==> src/rtl/inst_decode_pkg.sv <==
// Shared types for the RV32I decode stage: interface packets, opcode constants,
// operation classes and the fetch-control FSM states.
package inst_decode_pkg;

  typedef enum logic [3:0] {
    OC_NONE,
    OC_LUI,
    OC_AUIPC,
    OC_JAL,
    OC_JALR,
    OC_BRANCH,
    OC_LOAD,
    OC_STORE,
    OC_OPIMM,
    OC_OP,
    OC_FENCE,
    OC_SYSTEM
  } opClass_e;

  typedef enum logic [1:0] {
    ST_BOOT,
    ST_RUN,
    ST_HALT
  } decState_e;

  localparam logic [6:0] OPC_LUI    = 7'b0110111;
  localparam logic [6:0] OPC_AUIPC  = 7'b0010111;
  localparam logic [6:0] OPC_JAL    = 7'b1101111;
  localparam logic [6:0] OPC_JALR   = 7'b1100111;
  localparam logic [6:0] OPC_BRANCH = 7'b1100011;
  localparam logic [6:0] OPC_LOAD   = 7'b0000011;
  localparam logic [6:0] OPC_STORE  = 7'b0100011;
  localparam logic [6:0] OPC_OPIMM  = 7'b0010011;
  localparam logic [6:0] OPC_OP     = 7'b0110011;
  localparam logic [6:0] OPC_FENCE  = 7'b0001111;
  localparam logic [6:0] OPC_SYSTEM = 7'b1110011;

  localparam logic [31:0] INST_ECALL  = 32'h0000_0073;
  localparam logic [31:0] INST_EBREAK = 32'h0010_0073;

  typedef struct packed {
    logic [29:0] pc;
    logic        instValid;
    logic [31:0] inst32;
  } if2decPkt;

  typedef struct packed {
    logic [29:0] pc;
    logic        pcValid;
  } dec2ifPkt;

  typedef struct packed {
    logic        redirValid;
    logic [29:0] redirPc;
  } ex2decPkt;

  typedef struct packed {
    logic        valid;
    logic [29:0] pc;
    opClass_e    opClass;
    logic [2:0]  funct3;
    logic        funct7b5;
    logic [4:0]  rd;
    logic [4:0]  rs1;
    logic [4:0]  rs2;
    logic [31:0] imm32;
    logic        illegal;
  } dec2exPkt;

  // Register-register ops: funct7 0 allows every funct3; 0x20 only SUB and SRA.
  function automatic logic opRegLegal(input logic [2:0] f3, input logic [6:0] f7);
    logic ok;
    ok = 1'b0;
    if (f7 == 7'h00) begin
      ok = 1'b1;
    end else if (f7 == 7'h20) begin
      ok = (f3 == 3'b000) || (f3 == 3'b101);
    end
    return ok;
  endfunction

endpackage

==> src/rtl/rv32i_imm_gen.sv <==
// Combinational RV32I immediate extraction: every format is produced in parallel,
// sign-extended to 32 bits, and the decoder picks the one matching the opcode.
module rv32i_imm_gen (
  input  logic [31:0] i_inst32,
  output logic [31:0] o_immI,
  output logic [31:0] o_immS,
  output logic [31:0] o_immB,
  output logic [31:0] o_immU,
  output logic [31:0] o_immJ
);

  assign o_immI = {{20{i_inst32[31]}}, i_inst32[31:20]};
  assign o_immS = {{20{i_inst32[31]}}, i_inst32[31:25], i_inst32[11:7]};
  assign o_immB = {{19{i_inst32[31]}}, i_inst32[31], i_inst32[7],
                   i_inst32[30:25], i_inst32[11:8], 1'b0};
  assign o_immU = {i_inst32[31:12], 12'b0};
  assign o_immJ = {{11{i_inst32[31]}}, i_inst32[31], i_inst32[19:12],
                   i_inst32[20], i_inst32[30:21], 1'b0};

endmodule

==> src/rtl/inst_decode.sv <==
// RV32I decode stage: owns the fetch PC, resolves JAL locally, takes branch/JALR
// redirects from execute and stops fetch on illegal or system instructions.
module inst_decode
  import inst_decode_pkg::*;
#(
  parameter logic [29:0] RESET_PC       = 30'h0000_0000,
  parameter bit          HALT_ON_SYSTEM = 1'b1
) (
  input  logic     clk,
  input  logic     rst,
  input  logic     stall,
  input  if2decPkt if2dec_i,
  output dec2ifPkt dec2if_o,
  input  ex2decPkt ex2dec_i,
  output dec2exPkt dec2ex_o,
  output logic     halted_o
);

  decState_e   r_state;
  logic [29:0] r_pcReg;
  logic        r_pcValid;
  logic        r_halted;
  dec2exPkt    r_dec2ex;

  logic [31:0] w_inst;
  logic [6:0]  w_opcode;
  logic [2:0]  w_funct3;
  logic [6:0]  w_funct7;
  logic [31:0] w_immI, w_immS, w_immB, w_immU, w_immJ;
  opClass_e    w_opClass;
  logic [31:0] w_imm32;
  logic        w_illegal;
  logic        w_isSystem;
  logic        w_accept;
  logic        w_jalTaken;
  logic        w_haltReq;
  logic [29:0] w_jalTarget;
  logic [29:0] w_nextPc;

  assign w_inst   = if2dec_i.inst32;
  assign w_opcode = w_inst[6:0];
  assign w_funct3 = w_inst[14:12];
  assign w_funct7 = w_inst[31:25];

  rv32i_imm_gen u_immGen (
    .i_inst32 (w_inst),
    .o_immI   (w_immI),
    .o_immS   (w_immS),
    .o_immB   (w_immB),
    .o_immU   (w_immU),
    .o_immJ   (w_immJ)
  );

  always_comb begin
    w_opClass  = OC_NONE;
    w_imm32    = '0;
    w_illegal  = 1'b0;
    w_isSystem = 1'b0;
    case (w_opcode)
      OPC_LUI:   begin w_opClass = OC_LUI;   w_imm32 = w_immU; end
      OPC_AUIPC: begin w_opClass = OC_AUIPC; w_imm32 = w_immU; end
      OPC_JAL: begin
        w_opClass = OC_JAL;
        w_imm32   = w_immJ;
        w_illegal = w_immJ[1];
      end
      OPC_JALR: begin
        w_opClass = OC_JALR;
        w_imm32   = w_immI;
        w_illegal = (w_funct3 != 3'b000);
      end
      OPC_BRANCH: begin
        w_opClass = OC_BRANCH;
        w_imm32   = w_immB;
        w_illegal = (w_funct3 == 3'b010) || (w_funct3 == 3'b011);
      end
      OPC_LOAD: begin
        w_opClass = OC_LOAD;
        w_imm32   = w_immI;
        w_illegal = (w_funct3 == 3'b011) || (w_funct3 == 3'b110) || (w_funct3 == 3'b111);
      end
      OPC_STORE: begin
        w_opClass = OC_STORE;
        w_imm32   = w_immS;
        w_illegal = (w_funct3 > 3'b010);
      end
      OPC_OPIMM: begin
        w_opClass = OC_OPIMM;
        w_imm32   = w_immI;
        if (w_funct3 == 3'b001) begin
          w_illegal = (w_funct7 != 7'h00);
        end else if (w_funct3 == 3'b101) begin
          w_illegal = (w_funct7 != 7'h00) && (w_funct7 != 7'h20);
        end
      end
      OPC_OP: begin
        w_opClass = OC_OP;
        w_illegal = !opRegLegal(w_funct3, w_funct7);
      end
      OPC_FENCE: begin
        w_opClass = OC_FENCE;
        w_imm32   = w_immI;
        w_illegal = (w_funct3 != 3'b000);
      end
      OPC_SYSTEM: begin
        // With halting disabled ECALL/EBREAK become plain NOPs for execute.
        if ((w_inst == INST_ECALL) || (w_inst == INST_EBREAK)) begin
          w_isSystem = 1'b1;
          if (HALT_ON_SYSTEM) begin
            w_opClass = OC_SYSTEM;
            w_imm32   = w_immI;
          end
        end else begin
          w_illegal = 1'b1;
        end
      end
      default: w_illegal = 1'b1;
    endcase
    if (w_inst[1:0] != 2'b11) begin
      w_opClass = OC_NONE;
      w_illegal = 1'b1;
    end
  end

  assign w_accept    = if2dec_i.instValid && (r_state == ST_RUN) && !ex2dec_i.redirValid;
  assign w_jalTaken  = w_accept && (w_opClass == OC_JAL) && !w_illegal;
  assign w_haltReq   = w_accept && (w_illegal || (w_isSystem && HALT_ON_SYSTEM));
  assign w_jalTarget = if2dec_i.pc + w_immJ[31:2];

  // Redirect and JAL steer the request in the same cycle so no wrong-path fetch is issued.
  always_comb begin
    w_nextPc = r_pcReg;
    if (ex2dec_i.redirValid) begin
      w_nextPc = ex2dec_i.redirPc;
    end else if (w_jalTaken) begin
      w_nextPc = w_jalTarget;
    end
  end

  assign dec2if_o.pc      = w_nextPc;
  assign dec2if_o.pcValid = r_pcValid;
  assign halted_o         = r_halted;
  assign dec2ex_o         = r_dec2ex;

  always_ff @(posedge clk or negedge rst) begin
    if (!rst) begin
      r_state   <= ST_BOOT;
      r_pcReg   <= RESET_PC;
      r_pcValid <= 1'b0;
      r_halted  <= 1'b0;
    end else begin
      case (r_state)
        ST_BOOT: begin
          r_state   <= ST_RUN;
          r_pcValid <= 1'b1;
        end
        ST_RUN: begin
          if (!stall) begin
            r_pcReg <= w_nextPc + 30'd1;
            if (w_haltReq) begin
              r_state   <= ST_HALT;
              r_pcValid <= 1'b0;
              r_halted  <= 1'b1;
            end
          end
        end
        ST_HALT: begin
          if (!stall && ex2dec_i.redirValid) begin
            r_pcReg   <= ex2dec_i.redirPc;
            r_state   <= ST_RUN;
            r_pcValid <= 1'b1;
            r_halted  <= 1'b0;
          end
        end
        default: begin
          r_state   <= ST_BOOT;
          r_pcValid <= 1'b0;
          r_halted  <= 1'b0;
        end
      endcase
    end
  end

  always_ff @(posedge clk or negedge rst) begin
    if (!rst) begin
      r_dec2ex    <= '0;
      r_dec2ex.pc <= '1;
    end else if (!stall) begin
      r_dec2ex.valid    <= w_accept && !w_illegal;
      r_dec2ex.illegal  <= w_accept && w_illegal;
      r_dec2ex.pc       <= if2dec_i.pc;
      r_dec2ex.opClass  <= w_opClass;
      r_dec2ex.funct3   <= w_funct3;
      r_dec2ex.funct7b5 <= w_inst[30];
      r_dec2ex.rd       <= w_inst[11:7];
      r_dec2ex.rs1      <= w_inst[19:15];
      r_dec2ex.rs2      <= w_inst[24:20];
      r_dec2ex.imm32    <= w_imm32;
    end
  end

endmodule

==> config.mk <==
export PLATFORM = sky130hd
export DESIGN_NAME = inst_decode
export DESIGN_NICKNAME = d
export VERILOG_FILES = /design/src/rtl/inst_decode_pkg.sv /design/src/rtl/rv32i_imm_gen.sv /design/src/rtl/inst_decode.sv
export SDC_FILE = /design/constraint.sdc
export NUM_CORES = 1
export LEC_CHECK = 0
export BUFFER_PORTS_ARGS = -buffer_cell sky130_fd_sc_hd__buf_2
export CORE_ASPECT_RATIO = 2
export CORE_MARGIN = 5
export CORE_UTILIZATION = 30
export DETAILED_ROUTE_END_ITERATION = 10
export PLACE_DENSITY = 0.5
export SLEW_MARGIN = 20
export SYNTH_ARGS = -nofsm -noshare
export SYNTH_HDL_FRONTEND = slang
export SYNTH_SLANG_ARGS = --single-unit
==> constraint.sdc <==
create_clock -name clk -period 3.8 [get_ports clk]
set_input_delay 0.76 -clock clk [delete_from_list [all_inputs] [get_ports clk]]
set_output_delay 0.76 -clock clk [all_outputs]
set_load 0.02 [all_outputs]
==> results of run 1 <==
[through the flow]
stage          setup slack, ps  cells  cell area (um2)
6_report                  -225   1738            12700
2_1_floorplan             -256    969             8550
3_5_place_dp              -606   1682            11300
4_1_cts                   -365   1727            12300
3_3_place_gp              -618   1682            11300
5_1_grt                   -327   1738            12700
[worst max-delay path, cell delays in order]
cell,delay (ps)
buf_8,100
ha_4,260
buf_6,100
o211ai_1,110
o211ai_1,350
a22oi_2,190
a21o_1,240
a2111oi_4,470
a2111oi_4,60
xnor2_1,170
a21oi_1,210
inv_1,100
buf_6,140
[worst paths after layout]
| kind | to | slack, ps |
|---|---|---|
| max | dec2if_o[29] | -230 |
| max in group asynchronous | dec2ex_o[75] | 2580 |
| min | dec2ex_o[27] | 310 |
| min in group clk | dec2ex_o[14] | 490 |
| min reg2reg | dec2ex_o[14] | 490 |
| max reg2reg | r_pcReg[26] | 340 |
[timing repair]
item / CTS / global route
setup endpoints to repair: 22 / 27
setup buffers: 14 / 13
gates resized for setup: 63 / 62
pin swaps: 31 / 40
[area by class of cell]
cell class,instances,area [um2],share of cell area [%]
tap,356,445,3.50
inverter,32,120,0.945
multi-input combinational,763,5560,43.8
clock inverter,12,176,1.39
sequential,121,3070,24.1
timing repair buffer,434,2910,22.9
clock buffer,20,437,3.44
[registers in the layout (all words and copies together) (netlist names)]
signal and count:
r_pcValid 1, dec2ex_o 87, halted_o 1, r_state 2, r_pcReg 30
[cells in the final DEF (no fill, tap or decap), types with 17 or more instances in the layout]
cell type,netlist,final
inv_1,30,29
dfstp_2,30,30
buf_6,2,22
a21oi_1,93,82
o21ai_0,75,67
buf_2,7,193
o211ai_1,19,19
and3_1,20,20
nand2_1,123,121
mux2_2,50,49
buf_4,1,214
xnor2_1,34,30
dfrtp_1,91,91
nor2_1,66,63
clkbuf_16,0,17
ha_1,30,19
[where the power goes]
group	switching [uW]	leakage, uW	internal (uW)
sequential	155	0.00147	1550
clock	657	0.000294	1100
combinational	1290	0.00415	1030
[kinds of logic after synthesis]
kind of cell	after synthesis
and+or+nand+nor	320
adders and majority gates	31
DFF	121
xor gates and xnor gates	43
AOI/OAI and AO/OA	311
buffers and inverters	85
muxes	58
[metal layers]
metal	track usage, %	vias to the layer above
li1	-	4354
met1	25.8	4331
met2	33.3	290
met3	5.32	55
met4	8.07	4
met5	0	-
[synth_stat cells (9+ instances only)]
cell	count
a21o_1	15
a21oi_1	93
a22o_1	9
a31oi_1	10
and3_1	20
clkbuf_1	36
dfrtp_1	91
dfstp_2	30
ha_1	30
inv_1	30
mux2_2	50
nand2_1	123
nand3_1	12
nand4_1	14
nor2_1	66
nor3_1	20
o211ai_1	19
o21a_1	9
o21ai_0	75
o22ai_1	11
xnor2_1	34
xor2_1	9
==> impl_metrics.tcl, run 1 <==
set metrics [dict create \
    cts_sinks 121 \
    synth_cell_type_count 88 \
    yosys-top-cells-area "dfrtp_1 (27%), dfstp_2 (9.3%), mux2_2 (6.7%)" \
    crit_required_ps 3040 \
    die_h_um 247 \
    htreeDepth 4 \
    clock_latency_ps 450 \
    worstSetupEndpointType "output pin" \
    maxSlewHeadroom_pct 54.0 \
    synthSimpleGateAreaFrac_pct 19.3 \
    synth_top_family_by_area "compound AO/OA/AOI/OAI gates" \
    ys.warnings.count 0 \
    synth-main-ff-cell "dfrtp_1" \
    muxShareOfSynthArea_pct 7.61 \
    finish.utilization_pct 45.4 \
    holdWs_ps 307 \
    crit_start "if2dec_i[26]" \
    hp-class "in -> async" \
    grt_use_total_pct 20.5 \
    synth_xor_area_share_pct 4.46 \
    seq_area_frac_synth_pct 36.3 \
    wl_um 32900 \
    synth_edf_count 0 \
    async_flop_share_pct 100 \
    port_buffers 215 \
    syn_area_um2 8450 \
    ios 216 \
    layout-area-overhead-vs-synth_pct 50.4 \
    cts_made_buffers 17 \
    rsz0062_at_grt "yes" \
    critPathArrivalTime_ps 3270 \
    met2_length_um 15800 \
    met1_length_um 14000 \
    synth_top_area_share_pct 26.9 \
    hold_viol_final 0 \
    initial_core_util_pct 30.2 \
    grt_pass1_wl_um 51100 \
    fp.coreArea_um2 28000 \
    cts_buffer_depth 2 \
    min_period_over_period_pct 106 \
    path_clk_slew_ps 60 \
    die-area_um2 31800 \
    synth-compound-area-share_pct 23.5 \
    power_density_nw_per_um2 454 \
    setup_tns_ps -677 \
    synthAdderAreaFrac_pct 4.68 \
    setup_ws_ps -225 \
    syn_area_per_cell_um2 8.72 \
    vdd_drop_max_uv 295 \
    hpwlAfterDp_um 25200 \
    worstRegToRegCells 13 \
    syn_nets 1097 \
    synth_top_area_cell "dfrtp_1" \
    failed_checks "negative setup slack" \
    setup_violations 5 \
    nFillCells 2760 \
    ys_seq_elements 121 \
    nets 1497 \
    skew_ps 7.58 \
    period_needed_ps 4030 \
    leakagePower_uw 0.00592 \
    wire_per_inst_um 18.9 \
    drc 0 \
    worstPathMaxFanout 4 \
    tritoncts "yes" \
    total_power_uw 5770 \
    ant_nets 0 \
    antenna_found_initial 2 \
    drt-initial-drc-count 500 \
    grt_pass1_vias 9304 \
    cts-root-buf "clkbuf_16" \
    slew_violations 0 \
    grt_overflow 0 \
    worst_setup_path_start_kind "input pin" \
    critPathKind "in -> out" \
    max_freq_mhz 248 \
    outcome "complete, but fails checks" \
    diodes 0 \
    dr.pass1.iters 5 \
    grt_max_degree 63 \
    vias_per_cell 5.20 \
    worst_pin_slew_ps 690 \
    maxCapViolations 0 \
    cts_hold_buf 0 \
    die_w_um 129 \
    num_vias 9034 \
    met3_length_um 2080 \
    timing.rr.start "r_state[1]" \
    syn-instance-count 969 \
    rows 87 \
    highest_layer "met5" \
    gp_congestion 0.873 \
    layout-drive-gt1-share_pct 46.3 \
]
Note: power is estimated with default switching activity, not from simulation.
==> run 2, diff against run 1 <==
PLACE_DENSITY = 0.52   (was 0.5)
==> run 2 against run 1 <==
The flow still finishes with violations (negative setup slack). Core utilization shrank 0.53 points. Register-to-register slack gained 40 ps. Clock skew grew 3.7 ps. Combinational power is essentially flat. Total power shrank 2.1%. Final cell count shrank 0.92%. Die area is the same. Critical path type unchanged. Critical endpoint is now dec2if_o[27]. Largest cell class unchanged.
==> impl_metrics.tcl, run 2 (same netlist as run 1, synthesis figures left out) <==
set metrics [dict create \
    outcome "complete, but fails checks" \
    failed_checks "negative setup slack" \
    antenna_found_initial 1 \
    final_common_cell "buf_2" \
    gp_congestion 0.896 \
    grt_pass1_wl_um 50500 \
    grt_pass1_vias 9101 \
    initial_core_util_pct 30.2 \
    grt_use_total_pct 20.3 \
    worstPathMaxFanout 3 \
    tritoncts "yes" \
    layout_common_cells "buf_2 (197), buf_4 (196), nand2_1 (122), dfrtp_1 (91), a21oi_1 (83)" \
    layout-drive-gt1-share_pct 46.1 \
    holdWs_ps 380 \
    vias_per_cell 5.17 \
    crit_required_ps 3040 \
    total_power_uw 5650 \
    die_h_um 247 \
    ios 216 \
    setup_violations 4 \
    place_ws_ps -718 \
    met2_usage_pct 32.7 \
    rows 87 \
    hp-class "in -> async" \
    critPathKind "in -> out" \
    max_freq_mhz 255 \
    maxSlewHeadroom_pct 52.0 \
    cts-root-buf "clkbuf_16" \
    hold_viol_final 0 \
    leakagePower_uw 0.00582 \
    largest_register_ffs 87 \
    slew_violations 0 \
    worst_pin_slew_ps 720 \
    die_w_um 129 \
    skew_ps 11.3 \
    clock_latency_ps 440 \
    wl_um 32400 \
    use_met3_pct 5.10 \
    setup_tns_ps -416 \
    ant_nets 0 \
    fp.coreArea_um2 28000 \
    num_vias 8905 \
    drt-initial-drc-count 459 \
    path_clk_slew_ps 60 \
    worstSetupEndpointType "output pin" \
    cts_made_buffers 17 \
    cts_buffer_depth 2 \
    drc 0 \
    critPathArrivalTime_ps 3160 \
    min_period_over_period_pct 103 \
    rsz0062_at_grt "yes" \
    grt_overflow 0 \
    nets 1481 \
    setup_ws_ps -117 \
    use_met1_pct 26.0 \
    vdd_drop_max_uv 420 \
    grt_max_degree 71 \
    maxCapViolations 0 \
    die-area_um2 31800 \
    port_buffers 215 \
    htreeDepth 4 \
    cts_sinks 121 \
    worst_setup_path_start_kind "input pin" \
    diodes 0 \
    layout-area-overhead-vs-synth_pct 48.7 \
    hpwlAfterDp_um 25200 \
    wire_per_inst_um 18.8 \
    power_density_nw_per_um2 450 \
    period_needed_ps 3920 \
    dr.pass1.iters 5 \
    busiest_layer "met2" \
]
-- run 2: cell types whose count changed in the layout (fill, tap and decap cells not counted), moves of 2 or more --
| cell | change |
|---|---|
| and2_4 | +2 |
| buf_2 | +4 |
| and2_1 | -2 |
| buf_4 | -18 |
| clkbuf_8 | +2 |
| a21oi_2 | -3 |
| a21oi_4 | +2 |
| clkinvlp_4 | +3 |
| clkbuf_1 | -3 |
| a31oi_2 | +2 |
| bufinv_16 | -2 |
-- run 2: timing repair --
item,CTS,global route
endpoints found under the setup margin,20,26
pin swaps,35,37
setup buffers,9,11
hold buffers,0,0
gates resized for setup,70,51
-- run 2: per-stage QoR --
step	util, %	instances	instance area (um2)
after floorplan	-	969	8550
after global placement	40.2	1673	11200
after detailed placement	40.2	1673	11200
after CTS	43.6	1713	12200
after global routing	44.9	1722	12600
final	44.9	1722	12600
-- run 2: critical path: stages --
cell      delay, ps
buf_8           110
ha_4            160
fa_2            340
a211oi_2        210
o211ai_1        180
a22oi_2         290
buf_4           180
o311ai_4        100
o311ai_2        260
mux2i_1         300
o21ai_2         100
buf_6           150
-- run 2: worst paths after layout --
check / start / endpoint / slack (ps) / cells past startpoint
max: if2dec_i[22] / dec2if_o[27] / -120 / 12
min: rst / dec2ex_o[12] / 380 / 1
max reg2reg: r_state[1] / r_pcReg[29] / 380 / 13
min reg2reg: dec2ex_o[1] / dec2ex_o[1] / 490 / 2
max in group asynchronous: rst / dec2ex_o[83] / 2520 / 2
min in group clk: dec2ex_o[1] / dec2ex_o[1] / 490 / 2
-- run 2: power by group --
part           total [uW]  internal (uW)  switching [uW]
Sequential           1710           1550             160
Clock                1660           1000             655
Combinational        2280           1010            1270
-- run 2: cell type report --
cell class,instances,area [um2]
Multi-Input combinational cell,763,5570
Clock inverter,13,143
Inverter,32,120
Sequential cell,121,3070
Clock buffer,19,453
Timing Repair Buffer,418,2760
Fill cell,2742,15400
Tap cell,356,445
-- run 2: metal layers --
metal | wire length (um) | share of wire (%) | vias to the layer above
met4 | 865 | 2.7 | 2
met1 | 13700 | 42 | 4226
li1 | - | - | 4315
met3 | 2350 | 7.3 | 48
met2 | 15400 | 48 | 314
met5 | 13 | 0.040 | -
==> run 3, diff against run 2 <==
CELL_PAD_IN_SITES_DETAIL_PLACEMENT = 1   (was unset)
CELL_PAD_IN_SITES_GLOBAL_PLACEMENT = 2   (was unset)
CORE_UTILIZATION = 25   (was 30)
PLACE_DENSITY = 0.69   (was 0.52)
REMOVE_ABC_BUFFERS = 1   (was unset)
==> run 3 against run 2 <==
The run still ends with negative setup slack left. Worst hold slack improved by 2.6 ps. First-iteration DRC count decreased by 23%. Final cell count increased by 7.0%. Critical path depth increased by 2. Via count increased by 5.3%. Critical path type unchanged.
==> impl_metrics.tcl, run 3 (same netlist as run 1, synthesis figures left out) <==
set metrics [dict create \
    num_vias 9380 \
    rows 95 \
    initial_core_util_pct 25.2 \
    wl_um 40200 \
    min_period_over_period_pct 107 \
    worst_setup_path_start_kind "input pin" \
    maxSlewHeadroom_pct 24.9 \
    port_buffers 215 \
    layout_common_cells "buf_4 (243), buf_2 (191), nand2_1 (122), dfrtp_1 (91), a21oi_1 (82)" \
    nets 1522 \
    timing.rr.start "r_state[1]" \
    hp-class "in -> async" \
    crit_required_ps 3040 \
    cp_slowest_cell "fa_2" \
    vias_per_cell 5.09 \
    final_cells 1843 \
    ios 216 \
    drc 0 \
    gp_congestion 0.921 \
    power_frac_comb_pct 42.2 \
    grt_pass1_wl_um 60200 \
    wire_per_inst_um 21.8 \
    p_seq_share_pct 28.8 \
    ant_nets 0 \
    layout-drive-gt1-share_pct 47.9 \
    cts-root-buf "clkbuf_16" \
    hpwlAfterDp_um 32000 \
    cts_sinks 121 \
    final_common_cell "buf_4" \
    antenna_found_initial 1 \
    tritoncts "yes" \
    setup_ws_ps -258 \
    grt_use_total_pct 20.8 \
    failed_checks "negative setup slack" \
    crit_start "if2dec_i[22]" \
    slew_violations 0 \
    diodes 0 \
    grt_pass1_vias 10200 \
    power_density_nw_per_um2 446 \
    total_power_uw 5870 \
    leakagePower_uw 0.00607 \
    worstSetupEndpointType "output pin" \
    die_w_um 140 \
    vdd_drop_max_uv 335 \
    netSwitchingPower_uw 2200 \
    grt_overflow 0 \
    layout-area-overhead-vs-synth_pct 55.8 \
    worst_pin_slew_ps 1130 \
    swShare_pct 37.4 \
    worstPathMaxFanout 2 \
    hold_viol_final 0 \
    clock_latency_ps 440 \
    critPathKind "in -> out" \
    skew_ps 5.83 \
    critPathArrivalTime_ps 3300 \
    rsz0062_at_grt "yes" \
    p_int_uw 3680 \
    maxCapViolations 0 \
    holdWs_ps 382 \
    outcome "complete, but fails checks" \
    die_h_um 270 \
    dr.pass1.iters 5 \
    cts_buffer_depth 2 \
    max_freq_mhz 246 \
    path_clk_slew_ps 60 \
    p_clk_share_pct 29.0 \
    period_needed_ps 4060 \
    die-area_um2 37800 \
    cp_cell_sequence "buf_12 > ha_4 > fa_2 > a211oi_4 > o211ai_1 > a22oi_2 > a21o_1 > a2111oi_4 > a2111oi_2 > buf_4 > xnor2_4 > a21oi_4 > inv_2 > buf_6" \
    htreeDepth 4 \
    largest_register_ffs 87 \
    fp.coreArea_um2 33500 \
    dp_cells 1778 \
    grt_max_degree 53 \
    drt-initial-drc-count 353 \
    place_ws_ps -735 \
    setup_violations 12 \
    cts_made_buffers 17 \
    crit_path_max_incr_delay_ps 370 \
]
## run 3: final timing paths
| path | endpoint | cells past startpoint | slack (ps) |
|---|---|---|---|
| worst min-delay path | dec2ex_o[47] | 1 | 380 |
| worst min register to register | dec2ex_o[15] | 2 | 480 |
| max in group asynchronous | dec2ex_o[62] | 2 | 2590 |
| worst max-delay path | dec2if_o[29] | 14 | -260 |
| min in group clk | dec2ex_o[15] | 2 | 480 |
| worst max register to register | r_pcReg[28] | 14 | 130 |
## run 3: layout make-up
class,instances,area [um2]
Clock buffer,21,450
Clock inverter,11,149
Fill cell,3956,20400
Inverter,32,120
Multi-Input combinational cell,763,5750
Sequential cell,121,3070
Tap cell,436,546
Timing Repair Buffer,459,3080
## run 3: stage by stage
step,utilization [%],instance area (um2),TNS [ps]
2_1_floorplan,-,8220,-21770
3_3_place_gp,34.2,11500,-12930
3_5_place_dp,34.2,11500,-15010
4_1_cts,37.8,12700,-2630
5_1_grt,39.3,13200,-4620
6_report,39.3,13200,-1410
## run 3: per-layer routing
metal | up-vias | track usage, % | share of wire (%)
li1 | 4388 | - | -
met1 | 4661 | 19.3 | 33
met2 | 244 | 43.4 | 59
met3 | 87 | 2.68 | 2.9
met4 | 0 | 9.21 | 5.3
met5 | - | 0 | 0
## run 3: critical path: cells and delay by family
family | cells | cell delay, ps
AOI/OAI and AO/OA | 7 | 1440
adders and majority gates | 2 | 520
buffers and inverters | 4 | 500
xor gates and xnor gates | 1 | 70
## run 3: power groups by stage
stage / clock [uW] / combinational (uW) / sequential, uW
after CTS: 1760 / 2400 / 1690
after global routing: 1790 / 2690 / 1720
final: 1700 / 2480 / 1690
after detailed placement: 0 / 2230 / 1720
after floorplan: 0 / 1060 / 1780
after global placement: 0 / 2200 / 1700
## run 3: timing repair
item	4_1_cts	5_1_grt
buffers inserted	19	23
cloned	0	0
setup endpoints to repair	30	32
hold buffers	0	0
gates resized for setup	99	71
pin swaps	39	49
